File: src/rtl/decodificador_quadro_dht.sv
// rtl/decodificador_quadro_dht.sv - DHT frame decoder: checksum/range check, optional BCD conversion, publish
// Optional BCD path (CONVERTE_U/CONVERTE_T states) enabled by defining DECODIFICADOR_BCD_EN.
module decodificador_quadro_dht #(
  parameter int UMIDADE_MAX = 1000,
  parameter int TEMP_MAX    = 800
) (
  input  logic        clk,
  input  logic        reset,
  input  logic [39:0] dados_brutos,
  input  logic        leitura_concluida,
  output logic [9:0]  umidade_x10,
  output logic [10:0] temperatura_x10,
  output logic        temperatura_negativa,
  output logic [15:0] umidade_bcd,
  output logic [11:0] temperatura_bcd,
  output logic        dado_valido,
  output logic        erro_checksum,
  output logic        erro_faixa,
  output logic [7:0]  contador_erros
);
  typedef enum logic [2:0] {OCIOSO, VERIFICA, CONVERTE_U, CONVERTE_T, PUBLICA} estado_t;
  estado_t estado, proximo;

  logic [39:0] quadro;
  logic        leitura_ant, armado, borda;
  logic [7:0]  soma;
  logic        erro_cs, erro_fx, fim_conv, negativo;
  logic [15:0] umidade_bruta;
  logic [14:0] temp_mag;
  logic [10:0] mag11;

  // armado stays low after reset until the input has been seen low once
  assign borda         = leitura_concluida && !leitura_ant && armado;
  assign umidade_bruta = quadro[39:24];
  assign temp_mag      = quadro[22:8];
  assign soma          = quadro[39:32] + quadro[31:24] + quadro[23:16] + quadro[15:8];
  assign erro_cs       = (soma != quadro[7:0]) || (quadro == 40'd0);
  assign erro_fx       = (32'(umidade_bruta) > UMIDADE_MAX) || (32'(temp_mag) > TEMP_MAX);
  assign mag11         = {1'b0, temp_mag[9:0]};
  assign negativo      = quadro[23] && (temp_mag != 15'd0);

  always_ff @(posedge clk or negedge reset) begin
    if (!reset) begin
      leitura_ant <= 1'b0;
      armado      <= 1'b0;
    end else begin
      leitura_ant <= leitura_concluida;
      if (!leitura_concluida) armado <= 1'b1;
    end
  end

  always_ff @(posedge clk or negedge reset) begin
    if (!reset) estado <= OCIOSO;
    else        estado <= proximo;
  end

  always_comb begin
    proximo = estado;
    case (estado)
      OCIOSO:     if (borda) proximo = VERIFICA;
      VERIFICA: begin
        if (erro_cs || erro_fx) proximo = OCIOSO;
`ifdef DECODIFICADOR_BCD_EN
        else                    proximo = CONVERTE_U;
`else
        else                    proximo = PUBLICA;
`endif
      end
      CONVERTE_U: if (fim_conv) proximo = CONVERTE_T;
      CONVERTE_T: if (fim_conv) proximo = PUBLICA;
      PUBLICA:    proximo = OCIOSO;
      default:    proximo = OCIOSO;
    endcase
  end

  always_ff @(posedge clk or negedge reset) begin
    if (!reset) begin
      quadro               <= 40'd0;
      umidade_x10          <= 10'd0;
      temperatura_x10      <= 11'd0;
      temperatura_negativa <= 1'b0;
      dado_valido          <= 1'b0;
      erro_checksum        <= 1'b0;
      erro_faixa           <= 1'b0;
      contador_erros       <= 8'd0;
    end else begin
      dado_valido   <= 1'b0;
      erro_checksum <= 1'b0;
      erro_faixa    <= 1'b0;
      if (estado == OCIOSO && borda) quadro <= dados_brutos;
      if (estado == VERIFICA && (erro_cs || erro_fx)) begin
        erro_checksum <= erro_cs;
        erro_faixa    <= !erro_cs;
        if (contador_erros != 8'hFF) contador_erros <= contador_erros + 8'd1;
      end
      if (estado == PUBLICA) begin
        dado_valido          <= 1'b1;
        umidade_x10          <= umidade_bruta[9:0];
        temperatura_x10      <= negativo ? (11'd0 - mag11) : mag11;
        temperatura_negativa <= negativo;
      end
    end
  end

`ifdef DECODIFICADOR_BCD_EN
  // Double-dabble, one bit per cycle; values stay below 1024 so digit 3 is at most 1
  logic [11:0] acc, acc_aj;
  logic [12:0] acc_prox;
  logic [9:0]  bin;
  logic [3:0]  cnt;
  logic [15:0] bcd_u_res;
  logic [11:0] bcd_t_res;

  always_comb begin
    acc_aj = acc;
    for (int d = 0; d < 3; d++)
      if (acc[4*d +: 4] >= 4'd5) acc_aj[4*d +: 4] = acc[4*d +: 4] + 4'd3;
    acc_prox = {acc_aj, bin[9]};
  end

  assign fim_conv = (cnt == 4'd9);

  always_ff @(posedge clk or negedge reset) begin
    if (!reset) begin
      acc             <= 12'd0;
      bin             <= 10'd0;
      cnt             <= 4'd0;
      bcd_u_res       <= 16'd0;
      bcd_t_res       <= 12'd0;
      umidade_bcd     <= 16'd0;
      temperatura_bcd <= 12'd0;
    end else begin
      case (estado)
        VERIFICA: begin
          acc <= 12'd0;
          bin <= umidade_bruta[9:0];
          cnt <= 4'd0;
        end
        CONVERTE_U: begin
          if (fim_conv) begin
            bcd_u_res <= {3'd0, acc_prox};
            acc       <= 12'd0;
            bin       <= temp_mag[9:0];
            cnt       <= 4'd0;
          end else begin
            acc <= acc_prox[11:0];
            bin <= {bin[8:0], 1'b0};
            cnt <= cnt + 4'd1;
          end
        end
        CONVERTE_T: begin
          if (fim_conv) begin
            bcd_t_res <= acc_prox[11:0];
          end else begin
            acc <= acc_prox[11:0];
            bin <= {bin[8:0], 1'b0};
            cnt <= cnt + 4'd1;
          end
        end
        PUBLICA: begin
          umidade_bcd     <= bcd_u_res;
          temperatura_bcd <= bcd_t_res;
        end
        default: ;
      endcase
    end
  end
`else
  assign fim_conv        = 1'b0;
  assign umidade_bcd     = 16'd0;
  assign temperatura_bcd = 12'd0;
`endif

endmodule

File: config.mk
export PLATFORM = sky130hd
export DESIGN_NAME = decodificador_quadro_dht
export DESIGN_NICKNAME = d
export VERILOG_FILES = /design/src/rtl/decodificador_quadro_dht.sv
export SDC_FILE = /design/constraint.sdc
export NUM_CORES = 1
export LEC_CHECK = 0
export BUFFER_PORTS_ARGS = -buffer_cell sky130_fd_sc_hd__buf_4
export CORE_UTILIZATION = 53
export DETAILED_ROUTE_END_ITERATION = 10
export GPL_ROUTABILITY_DRIVEN = 0
export PLACE_DENSITY_LB_ADDON = 0.15
export SYNTH_ARGS = -nofsm -noshare
export SYNTH_HDL_FRONTEND = slang
export SYNTH_SLANG_ARGS = --single-unit
File: constraint.sdc
create_clock -name clk -period 4.1 [get_ports clk]
set_clock_uncertainty 0.05 [all_clocks]
set_input_delay 0.41 -clock clk [delete_from_list [all_inputs] [get_ports clk]]
set_output_delay 0.41 -clock clk [all_outputs]
set_load 0.01 [all_outputs]
Word level (Yosys, flattened, before mapping)

Index checks and enable logic that the tools add are counted.

Flip-flop bits (word level): 78
Input bits: 43

Add/sub/neg operators: 5
Order comparisons: 2
Equality and inequality tests: 7
Multiplexer cells: 7
Bitwise operators: 1
Reductions and logical operators: 16

Operator list:

| kind                                                  | count |
|---|---|
| logical NOT 40 bit                                    | 1 |
| adder 8 bit                                           | 3 |
| > comparator 16 x 10 -> 1 bit (second input constant) | 1 |
| > comparator 15 x 10 -> 1 bit (second input constant) | 1 |
| nonzero test 15 bit                                   | 1 |
| 2-to-1 mux 11 bit                                     | 1 |
| subtractor 1 x 10 -> 11 bit (first input constant)    | 1 |
| one-hot mux 3 bit (3 select lines)                    | 1 |
| adder 8 x 1 -> 8 bit (second input constant)          | 1 |
| inequality test 8 bit                                 | 1 |
| inequality test 8 bit (second input constant)         | 1 |
| == test 3 x 2 -> 1 bit (second input constant)        | 2 |
| 2-to-1 mux 3 bit                                      | 2 |
| logical AND 1 bit                                     | 5 |
| AND reduction 2 bit                                   | 2 |
| == test 3 x 1 -> 1 bit (second input constant)        | 1 |
| == test 3 bit (second input constant)                 | 1 |
| logical NOT 3 bit                                     | 1 |
| logical OR 1 bit                                      | 3 |
| 2-to-1 mux 1 bit                                      | 3 |
| logical NOT 1 bit                                     | 2 |
| inequality test 2 bit (second input constant)         | 1 |
| OR reduction 2 bit                                    | 1 |
| NOT 1 bit                                             | 1 |

Depth between registers and ports, before layout

Gate-level depths: netlist of run 1.

Depth in word-level cells: 8
Gate-level depth with buffers: 13
Mapped depth without buffers: 13

Worst setup path before layout of run 1

OpenSTA, ideal clock, no wires.

Kind: register -> register
From: register quadro[9]
To: register contador_erros[1]
Library setup time: 0.128 ns
Data arrival time: 3.316 ns
Path slack: 0.606 ns
Cell stages (with the launch flop): 13
Path buffers: 0
Path through: dfrtp_1 fa_1 inv_1 fa_1 inv_1 ha_1 fa_1 xor2_1 nor4_1 o31a_1 nand4_4 nand3_2 mux2_1

Word-level cells in the longest chain between the ends: 6
Elaborated cells on any way between the ends: 9
Classes of those cells: add/sub: 1; order compare: 1; eq/ne: 1; reduce/logical: 6

RTL lines:

| what                                     | RTL line | source |
|---|---|---|
| start, declared                          | 24       | `logic [39:0] quadro;` |
| start signal, assigned                   | 90       | `if (estado == OCIOSO && borda) quadro <= dados_brutos;` |
| adder 8 bit                              | 36       | `assign soma = quadro[39:32] + quadro[31:24] + quadro[23:16] + quadro[15:8];` |
| inequality test 8 bit                    | 37       | `assign erro_cs = (soma != quadro[7:0]) \|\| (quadro == 40'd0);` |
| logical OR 1 bit                         | 37       |  |
| logical OR 1 bit (*)                     | 91       | `if (estado == VERIFICA && (erro_cs \|\| erro_fx)) begin` |
| logical AND 1 bit (*)                    | 91       |  |
| AND reduction 2 bit (no source line) (*) | n/a      |  |
| end signal, assigned                     | 94       | `if (contador_erros != 8'hFF) contador_erros <= contador_erros + 8'd1;` |
| end, declared                            | 19       | `output logic [7:0] contador_erros` |

Mark *: on every way between the ends. The rest lies on a longest branch, timed or not.
A chain may end at the register's enable or synchronous reset.

Worst setup path in the final report of run 1

Same ends and word-level chain as after synthesis.

==> results of run 1 <==
path summary, 6_finish.rpt:
kind / startpoint / end / slack, ps
min: leitura_concluida / leitura_ant$_DFF_PN0_ / 150
min reg2reg: umidade_x10[3]$_DFFE_PN0P_ / umidade_x10[3]$_DFFE_PN0P_ / 430
max: quadro[9]$_DFFE_PN0P_ / contador_erros[1]$_DFFE_PN0P_ / 420
max in group asynchronous: reset / quadro[1]$_DFFE_PN0P_ / 3250
min in group asynchronous: reset / temperatura_x10[0]$_DFFE_PN0P_ / 170
max reg2reg: quadro[9]$_DFFE_PN0P_ / contador_erros[1]$_DFFE_PN0P_ / 420
report_power, final:
part	internal [W]	leakage (nW)	total [W]	switching, W
Clock	0.000232	0.0833	0.000479	0.000247
Combinational	0.000576	1.21	0.00120	0.000623
Sequential	0.000858	0.974	0.00100	0.000142
Total	0.00167	2.27	0.00268	0.00101
cells in the mapped netlist (2+ instances only):
master	number	area share
xor2_1	10	0.022
and4_1	2	0.0043
or4_1	2	0.0037
clkbuf_1	9	0.0083
mux2_1	33	0.091
nand2_1	50	0.046
a211oi_1	2	0.0037
nand3_1	4	0.0049
nand4_1	8	0.012
inv_1	14	0.013
dfrtp_1	77	0.47
o31ai_1	2	0.0037
nand2b_1	5	0.0077
fa_1	14	0.069
nor3_1	2	0.0025
o21ai_1	24	0.030
buf_4	28	0.052
xnor2_2	2	0.0080
nor2_1	7	0.0065
ha_1	9	0.028
xnor2_1	20	0.043
a21oi_1	4	0.0049
nor2b_1	3	0.0046
a31oi_1	2	0.0031
nor4_1	8	0.012
worst max-delay path, stage by stage (launching register included):
cell	delay, ps
dfrtp_1	420
fa_1	540
inv_1	50
fa_1	500
inv_1	40
ha_1	220
fa_1	450
xor2_1	170
nor4_1	240
o31a_1	250
nand4_4	180
nand3_2	140
mux2_1	320
per-stage QoR:
| step | std cells | area (sq um) | power, W |
|---|---|---|---|
| floorplan | 388 | 4170 | 0.00196 |
| global placement | 527 | 4640 | 0.00219 |
| CTS | 542 | 4800 | 0.00271 |
| detailed placement | 527 | 4640 | 0.00223 |
| global route | 542 | 4800 | 0.00289 |
| finish | 542 | 4800 | 0.00268 |
layout make-up:
cell class	instances	area, sq um	area share
Timing Repair Buffer	77	578	0.121
Clock buffer	13	149	0.0310
Multi-Input combinational cell	259	1950	0.407
Inverter	15	56.3	0.0117
Sequential cell	77	1930	0.402
Clock inverter	2	10.0	0.00209
Tap cell	99	124	0.0258
per-layer routing:
| metal | track usage | wire length (um) | up-vias |
|---|---|---|---|
| li1 | - | - | 1330 |
| met1 | 0.309 | 3670 | 1372 |
| met2 | 0.349 | 3790 | 86 |
| met3 | 0.0420 | 366 | 11 |
| met4 | 0.0851 | 131 | 0 |
| met5 | 0 | 0 | - |
cells by family after synthesis:
logic type,after synthesis
multiplexers,34
adder cells (fa/ha/maj),23
flip-flops,77
AO/OA/AOI/OAI,42
XOR/XNOR,32
other,1
buffers and inverters,52
AND/OR/NAND/NOR,100
registers in the layout, summed over array words and instances, names as in the netlist, 2 cells and up:
register and flops:
contador_erros 8, estado 2, quadro 40, temperatura_x10 11, umidade_x10 10
layout by cell type, fill, tap and decap left out, drive strengths merged, types with 3 or more instances in the layout:
| master | instances |
|---|---|
| ha | 9 |
| clkbuf | 13 |
| nand2 | 50 |
| nor3 | 3 |
| nor4 | 8 |
| o21ai | 25 |
| a21oi | 4 |
| xor2 | 10 |
| xnor2 | 22 |
| inv | 15 |
| conb | 28 |
| nand3 | 5 |
| nand2b | 5 |
| dfrtp | 77 |
| nor2b | 3 |
| nor2 | 7 |
| nand4 | 9 |
| fa | 14 |
| mux2 | 34 |
| buf | 77 |
==> impl_metrics.py, run 1 <==
metrics = {
    "logic_synthesis": {
        "syn_area_sq_um": 4070,
        "ys_async_sr_fraction": 1.00,
        "yosysSeqAreaShare": 0.473,
        "synth-xor-area-share": 0.0725,
        "synthCells": 361,
        "yosys.area_share.simple": 0.128,
        "synth_top_family_by_area": "simple AND/OR/NAND/NOR gates",
        "synth_flop_cell": "dfrtp_1",
        "synth-compound-area-share": 0.0605,
        "ys_seq_elements": 77,
        "synth_fa_ha_area_frac": 0.0965,
        "yosysWarnings": 0,
        "muxShareOfSynthArea": 0.0940,
        "synth.avg_cell_area_sq_um": 11.3,
        "synth_cell_types": 45,
        "synth_enable_flop_cells": 0,
    },
    "power_and_ir_drop": {
        "ir_worst_vdd_v": 0.000415,
        "p_leak_nw": 2.27,
        "p_per_area_nw_per_um2": 558,
    },
    "timing": {
        "hold_viol_final": 0,
        "slew_viol_final": 0,
        "finalCritPeriodShare": 0.897,
        "tightestPinTransition_ps": 918,
        "rsz0062_at_grt": "no",
        "setup_viol": 0,
        "slew-limit-headroom": 0.388,
        "setup-tns-final_ps": 0,
        "finalHoldWorstSlack_ps": 147,
        "fmax_mhz": 272,
        "worst_slack_ps": 421,
        "min_period_ps": 3680,
    },
    "min_path": {
        "hp-class": "in2reg",
        "hold_depth": 1,
    },
    "clocking": {
        "path_clk_slew_ps": 70,
        "cts_buffer_depth": 2,
        "clock_tree.root_cell": "clkbuf_8",
        "insertion_delay_ps": 340,
        "numCtsBuffers": 9,
        "ctsResizeCount": 0,
        "ctsHoldBuffers": 0,
        "cts_tree": "yes",
        "cts_sinks": 77,
        "h-tree-depth": 3,
        "postCtsSetupRepairBufs": 0,
    },
    "setup_path": {
        "cp.arrival_ps": 3850,
        "r2r_cells": 12,
        "startpoint_type": "flop",
        "critPathKind": "reg2reg",
        "worst-path-max-fanout": 8,
        "cp-end-kind": "flop",
        "required_ps": 4270,
    },
    "floorplan": {
        "num_io_pins": 104,
        "fp.dieW_um": 89.6,
        "design.core.area_sq_um": 7330,
        "initial_utilization": 0.555,
        "die_y_um": 89.6,
        "rows": 31,
        "dieArea_sq_um": 8040,
    },
    "grt": {
        "antenna_found_initial": 0,
        "grt_use_total": 0.222,
        "grt.overflow.total": 0,
        "grt_max_degree": 78,
        "grt_pass1_wl_um": 13000,
        "first_global_vias": 2686,
    },
    "routing": {
        "drt_iter0_markers": 124,
        "drtPass1Iterations": 4,
        "vias": 2799,
        "vias_per_cell": 5.16,
        "avgRoutedWirePerCell_um": 14.7,
        "drc_errors": 0,
        "drt.antenna.violating_nets": 0,
        "wirelength_um": 7950,
    },
    "outcome": {
        "status": "completed",
    },
    "flow_run": {
        "maxCapViolCount": 0,
    },
    "finish": {
        "nets": 505,
        "drive_above_1_share": 0.221,
        "syn_to_final_growth_pct": 17.8,
        "finish.utilization": 0.654,
        "fillers": 621,
        "n_antenna_cell": 0,
    },
    "placed_design": {
        "dpl.hpwl_um": 6130,
        "port_buffers": 75,
        "place_ws_ps": 433,
    },
}
Note: power is estimated with default switching activity, not from simulation.
==> inputs of run 2 (changes only) <==
--- a/config.mk
+++ b/config.mk
@@ -6,10 +6,11 @@
 export NUM_CORES = 1
 export LEC_CHECK = 0
 export BUFFER_PORTS_ARGS = -buffer_cell sky130_fd_sc_hd__buf_4
-export CORE_UTILIZATION = 53
+export CORE_UTILIZATION = 30
 export DETAILED_ROUTE_END_ITERATION = 10
 export GPL_ROUTABILITY_DRIVEN = 0
 export PLACE_DENSITY_LB_ADDON = 0.15
+export SETUP_SLACK_MARGIN = 0.5
 export SYNTH_ARGS = -nofsm -noshare
 export SYNTH_HDL_FRONTEND = slang
 export SYNTH_SLANG_ARGS = --single-unit
==> constraint.sdc (replaced) <==
create_clock -name clk -period 4 [get_ports clk]
set_clock_uncertainty 0.05 [all_clocks]
set_input_delay 0.4 -clock clk [delete_from_list [all_inputs] [get_ports clk]]
set_output_delay 0.4 -clock clk [all_outputs]
set_load 0.01 [all_outputs]
==> run 2 against run 1 <==
First-iteration DRC count up 4.8%. Sequential power about the same. Worst setup slack better by 93 ps. Design area up 6.0%. Fmax up 5.5%. Clock-buffer cell count up 1. Critical endpoint unchanged. Largest cell class unchanged.
==> impl_metrics.py, run 2 (synthesis results as in run 1) <==
metrics = {
    "routing": {
        "drtPass1Iterations": 4,
        "vias": 2771,
        "wirelength_um": 9210,
        "drt.antenna.violating_nets": 0,
        "vias_per_cell": 4.43,
        "drc_errors": 0,
        "drt_iter0_markers": 130,
        "avgRoutedWirePerCell_um": 14.7,
    },
    "clocking": {
        "path_clk_slew_ps": 60,
        "cts_sinks": 77,
        "h-tree-depth": 3,
        "numCtsBuffers": 9,
        "cts_tree": "yes",
        "cts_buffer_depth": 2,
        "clock_tree.root_cell": "clkbuf_16",
        "insertion_delay_ps": 340,
    },
    "grt": {
        "grt_use_total": 0.143,
        "antenna_found_initial": 0,
        "first_global_vias": 2783,
        "grt.overflow.total": 0,
        "grt_max_degree": 78,
        "grt_pass1_wl_um": 15100,
    },
    "timing": {
        "slew-limit-headroom": 0.346,
        "rsz0062_at_grt": "yes",
        "hold_viol_final": 0,
        "setup_viol": 0,
        "setup-tns-final_ps": 0,
        "slew_viol_final": 0,
        "tightestPinTransition_ps": 981,
        "fmax_mhz": 287,
        "finalCritPeriodShare": 0.872,
        "min_period_ps": 3490,
    },
    "power_and_ir_drop": {
        "p_leak_nw": 2.36,
        "ir_worst_vdd_v": 0.000268,
        "p_per_area_nw_per_um2": 605,
    },
    "setup_path": {
        "r2r-end": "contador_erros[1]$_DFFE_PN0P_",
        "critPathKind": "reg2reg",
        "cp-end-kind": "flop",
        "r2r_start": "quadro[17]$_DFFE_PN0P_",
        "cpMaxStageDelayCell": "fa_1",
        "max_stage_delay_ps": 560,
        "cp.arrival_ps": 3660,
        "r2r_cells": 12,
        "critical_path.cell_chain": "fa_1 > inv_2 > fa_1 > inv_2 > ha_4 > fa_2 > xor2_1 > nor4_1 > o31a_1 > nand4_4 > nand3_2 > mux2_4",
        "startpoint_type": "flop",
        "worst-path-max-fanout": 2,
        "ff2ff_setup_slack_ps": 510,
        "required_ps": 4170,
    },
    "finish": {
        "finish.utilization": 0.384,
        "n_antenna_cell": 0,
        "nets": 511,
        "largest_register": "quadro",
        "reg.largest.list": "quadro: 40 flops, temperatura_x10: 11 flops, umidade_x10: 10 flops",
        "fillers": 1348,
        "most-common-layout-cells": "buf_4 (82), dfrtp_1 (76), nand2_1 (50), mux2_1 (32), conb_1 (28)",
        "syn_to_final_growth_pct": 24.9,
        "largest_register_ffs": 40,
        "final_common_cell": "buf_4",
        "drive_above_1_share": 0.249,
    },
    "floorplan": {
        "die_y_um": 118,
        "dieArea_sq_um": 14000,
        "fp.dieW_um": 118,
        "num_io_pins": 104,
        "rows": 42,
        "initial_utilization": 0.307,
        "design.core.area_sq_um": 13200,
    },
    "placed_design": {
        "port_buffers": 75,
        "dpl.hpwl_um": 7030,
    },
    "flow_run": {
        "maxCapViolCount": 0,
    },
    "outcome": {
        "status": "completed",
    },
    "min_path": {
        "hp-class": "in2async",
    },
}
## run 2: changes by cell type in the layout (fill, tap and decap cells not counted), moves of 2 or more
cell and change:
buf_4 +5, clkbuf_16 +9, clkbuf_8 -7, inv_1 -2
inv_2 +2
## run 2: worst max path at each step
stage	startpoint	to
final	quadro[17]$_DFFE_PN0P_	contador_erros[1]$_DFFE_PN0P_
after global routing	quadro[17]$_DFFE_PN0P_	contador_erros[1]$_DFFE_PN0P_
after CTS	quadro[17]$_DFFE_PN0P_	contador_erros[1]$_DFFE_PN0P_
after detailed placement	quadro[9]$_DFFE_PN0P_	contador_erros[1]$_DFFE_PN0P_
after global placement	quadro[17]$_DFFE_PN0P_	contador_erros[1]$_DFFE_PN0P_
after floorplan	quadro[9]$_DFFE_PN0P_	contador_erros[1]$_DFFE_PN0P_
## run 2: layout make-up
class	instances	area (sq um)	area share
repair buffers	83	627	0.123
clock buffers	14	274	0.0539
well taps	176	220	0.0433
flip-flops and latches	77	1930	0.379
multi-input cells	259	1970	0.388
clock inverters	1	5.00	0.000984
inverters	15	56.3	0.0111
## run 2: repair_timing
action | 4_1_cts | 5_1_grt
buffers inserted | 5 | 0
hold buffers | 0 | 0
gates resized for setup | 4 | 5
pin swaps | 6 | 4
endpoints found under the setup margin | 8 | 8
gates cloned | 0 | 0
## run 2: routing by layer
metal,wire length (um),global-route usage
met5,0,0
met4,138,0.0546
met3,387,0.0338
met2,4260,0.220
met1,4420,0.195
## run 2: critical path: cells and delay by family, from the launching register on
family | cells | cell delay (ps)
buf+inv | 2 | 90
flops | 1 | 420
fa+ha+maj | 4 | 1740
mux | 1 | 300
xor+xnor | 1 | 70
compound gates | 1 | 270
simple gates | 3 | 430
## run 2: metrics by stage
stage | worst slack (ps) | total power (W) | instances | cell area [sq um] | hold WS [ps]
floorplan | 506 | 0.00201 | 388 | 4170 | 54.4
global placement | 362 | 0.00227 | 605 | 4740 | 401
detailed placement | 258 | 0.00229 | 605 | 4740 | 404
CTS | 512 | 0.00310 | 625 | 5070 | 135
global route | 392 | 0.00329 | 625 | 5080 | 142
finish | 514 | 0.00308 | 625 | 5080 | 146
## run 2: power by group
part	total, W	switching, W	internal (W)
Combinational	0.00128	0.000658	0.000619
Clock	0.000770	0.000303	0.000467
Sequential	0.00103	0.000150	0.000881
Total	0.00308	0.00111	0.00197
==> inputs of run 3 (changes only) <==
--- a/config.mk
+++ b/config.mk
@@ -5,6 +5,7 @@
 export SDC_FILE = /design/constraint.sdc
 export NUM_CORES = 1
 export LEC_CHECK = 0
+export ABC_AREA = 1
 export BUFFER_PORTS_ARGS = -buffer_cell sky130_fd_sc_hd__buf_4
 export CORE_UTILIZATION = 30
 export DETAILED_ROUTE_END_ITERATION = 10
==> run 3 against run 2 <==
Final cell count increased by 24%. Synthesized area up 4.7%. Total power shrank 8.7%. Die area up 4.7%. Critical path depth up 3. Global-route usage up 1.7 points. Fmax decreased by 0.22%. First-iteration DRC count rose by 35%. Sequential power fell by 6%. Critical path type unchanged. Critical endpoint is now contador_erros[4]$_DFFE_PN0P_. Largest cell class unchanged. Highest routed layer unchanged.
==> impl_metrics.py, run 3 <==
metrics = {
    "floorplan": {
        "rows": 43,
        "fp.dieW_um": 121,
        "die_y_um": 121,
        "initial_utilization": 0.307,
        "dieArea_sq_um": 14700,
        "design.core.area_sq_um": 13900,
        "num_io_pins": 104,
    },
    "power_and_ir_drop": {
        "ir_worst_vdd_v": 0.000287,
        "p_leak_nw": 2.71,
        "p_per_area_nw_per_um2": 533,
    },
    "setup_path": {
        "ff2ff_setup_slack_ps": 510,
        "critPathKind": "reg2reg",
        "cp-end-kind": "flop",
        "required_ps": 4190,
        "worst-path-max-fanout": 4,
        "startpoint_type": "flop",
        "cp.arrival_ps": 3680,
    },
    "clocking": {
        "numCtsBuffers": 9,
        "h-tree-depth": 3,
        "ctsHoldBuffers": 0,
        "insertion_delay_ps": 350,
        "path_clk_slew_ps": 60,
        "cts_buffer_depth": 2,
        "cts_sinks": 77,
        "clock_tree.root_cell": "clkbuf_16",
        "cts_tree": "yes",
    },
    "timing": {
        "setup-tns-final_ps": 0,
        "setup_viol": 0,
        "slew_viol_final": 0,
        "hold_viol_final": 0,
        "fmax_mhz": 286,
        "min_period_ps": 3490,
        "rsz0062_at_grt": "yes",
        "slew-limit-headroom": 0.297,
        "tightestPinTransition_ps": 1050,
        "finalCritPeriodShare": 0.874,
    },
    "routing": {
        "wirelength_um": 10700,
        "vias": 3436,
        "drt.antenna.violating_nets": 0,
        "drtPass1Iterations": 4,
        "avgRoutedWirePerCell_um": 13.8,
        "vias_per_cell": 4.45,
        "drt_iter0_markers": 176,
        "drc_errors": 0,
    },
    "finish": {
        "finish.utilization": 0.380,
        "nets": 655,
        "largest_register_ffs": 40,
        "final_common_cell": "nand2_1",
        "largest_register": "quadro",
        "reg.largest.list": "quadro: 40 flops, temperatura_x10: 11 flops, umidade_x10: 10 flops",
        "n_antenna_cell": 0,
        "drive_above_1_share": 0.192,
        "most-common-layout-cells": "nand2_1 (162), buf_4 (80), dfrtp_1 (76), o21ai_0 (44), inv_1 (41)",
        "syn_to_final_growth_pct": 23.6,
    },
    "logic_synthesis": {
        "synthCells": 508,
        "ys_seq_elements": 77,
        "yosys.area_share.simple": 0.241,
        "yosysWarnings": 0,
        "syn_area_sq_um": 4260,
        "muxShareOfSynthArea": 0,
        "yosysTopAreaCellShare": 0.452,
        "synth_largest_area_cell": "dfrtp_1",
        "synth_area_leaders": "dfrtp_1 (45%), nand2_1 (14%), fa_1 (6.6%)",
        "yosysMostFrequentCell": "nand2_1",
        "synth-xor-area-share": 0.0431,
        "synth_top_family_by_area": "simple AND/OR/NAND/NOR gates",
        "synth.avg_cell_area_sq_um": 8.39,
        "synth-compound-area-share": 0.0695,
        "synth_cell_types": 31,
        "yosysSeqAreaShare": 0.452,
        "synth_enable_flop_cells": 0,
        "synth_flop_cell": "dfrtp_1",
        "yosys-top-cells-count": "nand2_1 (162), dfrtp_1 (77), o21ai_0 (44)",
        "synth_fa_ha_area_frac": 0.0921,
        "ys_async_sr_fraction": 1.00,
    },
    "grt": {
        "first_global_vias": 3491,
        "grt.overflow.total": 0,
        "grt_pass1_wl_um": 17500,
        "antenna_found_initial": 0,
        "grt_use_total": 0.160,
        "grt_max_degree": 78,
    },
    "min_path": {
        "hp-class": "in2reg",
    },
    "flow_run": {
        "maxCapViolCount": 0,
    },
    "placed_design": {
        "port_buffers": 75,
        "dpl.hpwl_um": 7960,
    },
    "outcome": {
        "status": "completed",
    },
}
==> run 3: final cells by class <==
type / instances / area, sq um
fill: 1490 / 8610
multi-input combinational: 373 / 2050
sequential: 77 / 1930
timing repair buffer: 83 / 634
clock buffer: 13 / 250
tap: 180 / 225
inverter: 45 / 169
clock inverter: 2 / 10.0
==> run 3: metrics by stage <==
step                      total power [W]  hold slack [ps]  worst slack (ps)  instance area [sq um]  std cells
after floorplan                   0.00174             54.4               723                   4370        535
after global placement            0.00200              388               313                   4910        751
after detailed placement          0.00202              395               257                   4910        751
after CTS                         0.00282              113               504                   5220        771
after global routing              0.00305              119               317                   5270        773
final                             0.00281              127               506                   5270        773
==> run 3: critical path, stage by stage, from the launching register on <==
cell	delay, ps
dfrtp_2	420
fa_1	530
inv_1	50
fa_1	500
inv_2	50
ha_4	150
fa_1	510
xnor2_1	120
nand3_1	90
nor2_1	110
nand2_1	90
nor3_4	240
nand4_4	170
buf_6	170
nand4_1	70
nand2_1	60
==> run 3: layer usage <==
| layer | GRT usage | up-vias | share of wire |
|---|---|---|---|
| met3 | 0.0315 | 14 | 0.037 |
| li1 | - | 1711 | - |
| met5 | 0 | - | 0 |
| met2 | 0.268 | 71 | 0.49 |
| met1 | 0.197 | 1640 | 0.45 |
| met4 | 0.0795 | 0 | 0.024 |
==> run 3: power by group <==
| part | switching [W] | total, W | internal, W |
|---|---|---|---|
| clock | 0.000312 | 0.000744 | 0.000432 |
| combinational | 0.000651 | 0.00110 | 0.000447 |
| sequential | 0.000107 | 0.000968 | 0.000861 |
==> run 3: repair_timing <==
item | CTS | global route
setup buffers | 5 | 2
gates cloned | 0 | 0
resized for setup | 4 | 8
setup endpoints to repair | 10 | 11
pin swaps | 3 | 17
==> run 3: path summary, 6_finish.rpt <==
check | startpoint | end | depth (start not counted)
min in group asynchronous | reset | umidade_x10[4]$_DFFE_PN0P_ | 1
max in group asynchronous | reset | quadro[17]$_DFFE_PN0P_ | 1
max | quadro[17]$_DFFE_PN0P_ | contador_erros[4]$_DFFE_PN0P_ | 15
min reg2reg | armado$_DFFE_PN0N_ | armado$_DFFE_PN0N_ | 2
max reg2reg | quadro[17]$_DFFE_PN0P_ | contador_erros[4]$_DFFE_PN0P_ | 15
min | leitura_concluida | leitura_ant$_DFF_PN0_ | 1
==> run 3: logic make-up (layout without fill, tap and decap cells) <==
family	Yosys count	count (layout)
AOI/OAI and AO/OA	57	57
xor gates and xnor gates	21	21
DFF	77	77
buffers and inverters	85	143
other	1	28
adders and majority gates	23	23
and+or+nand+nor	244	244
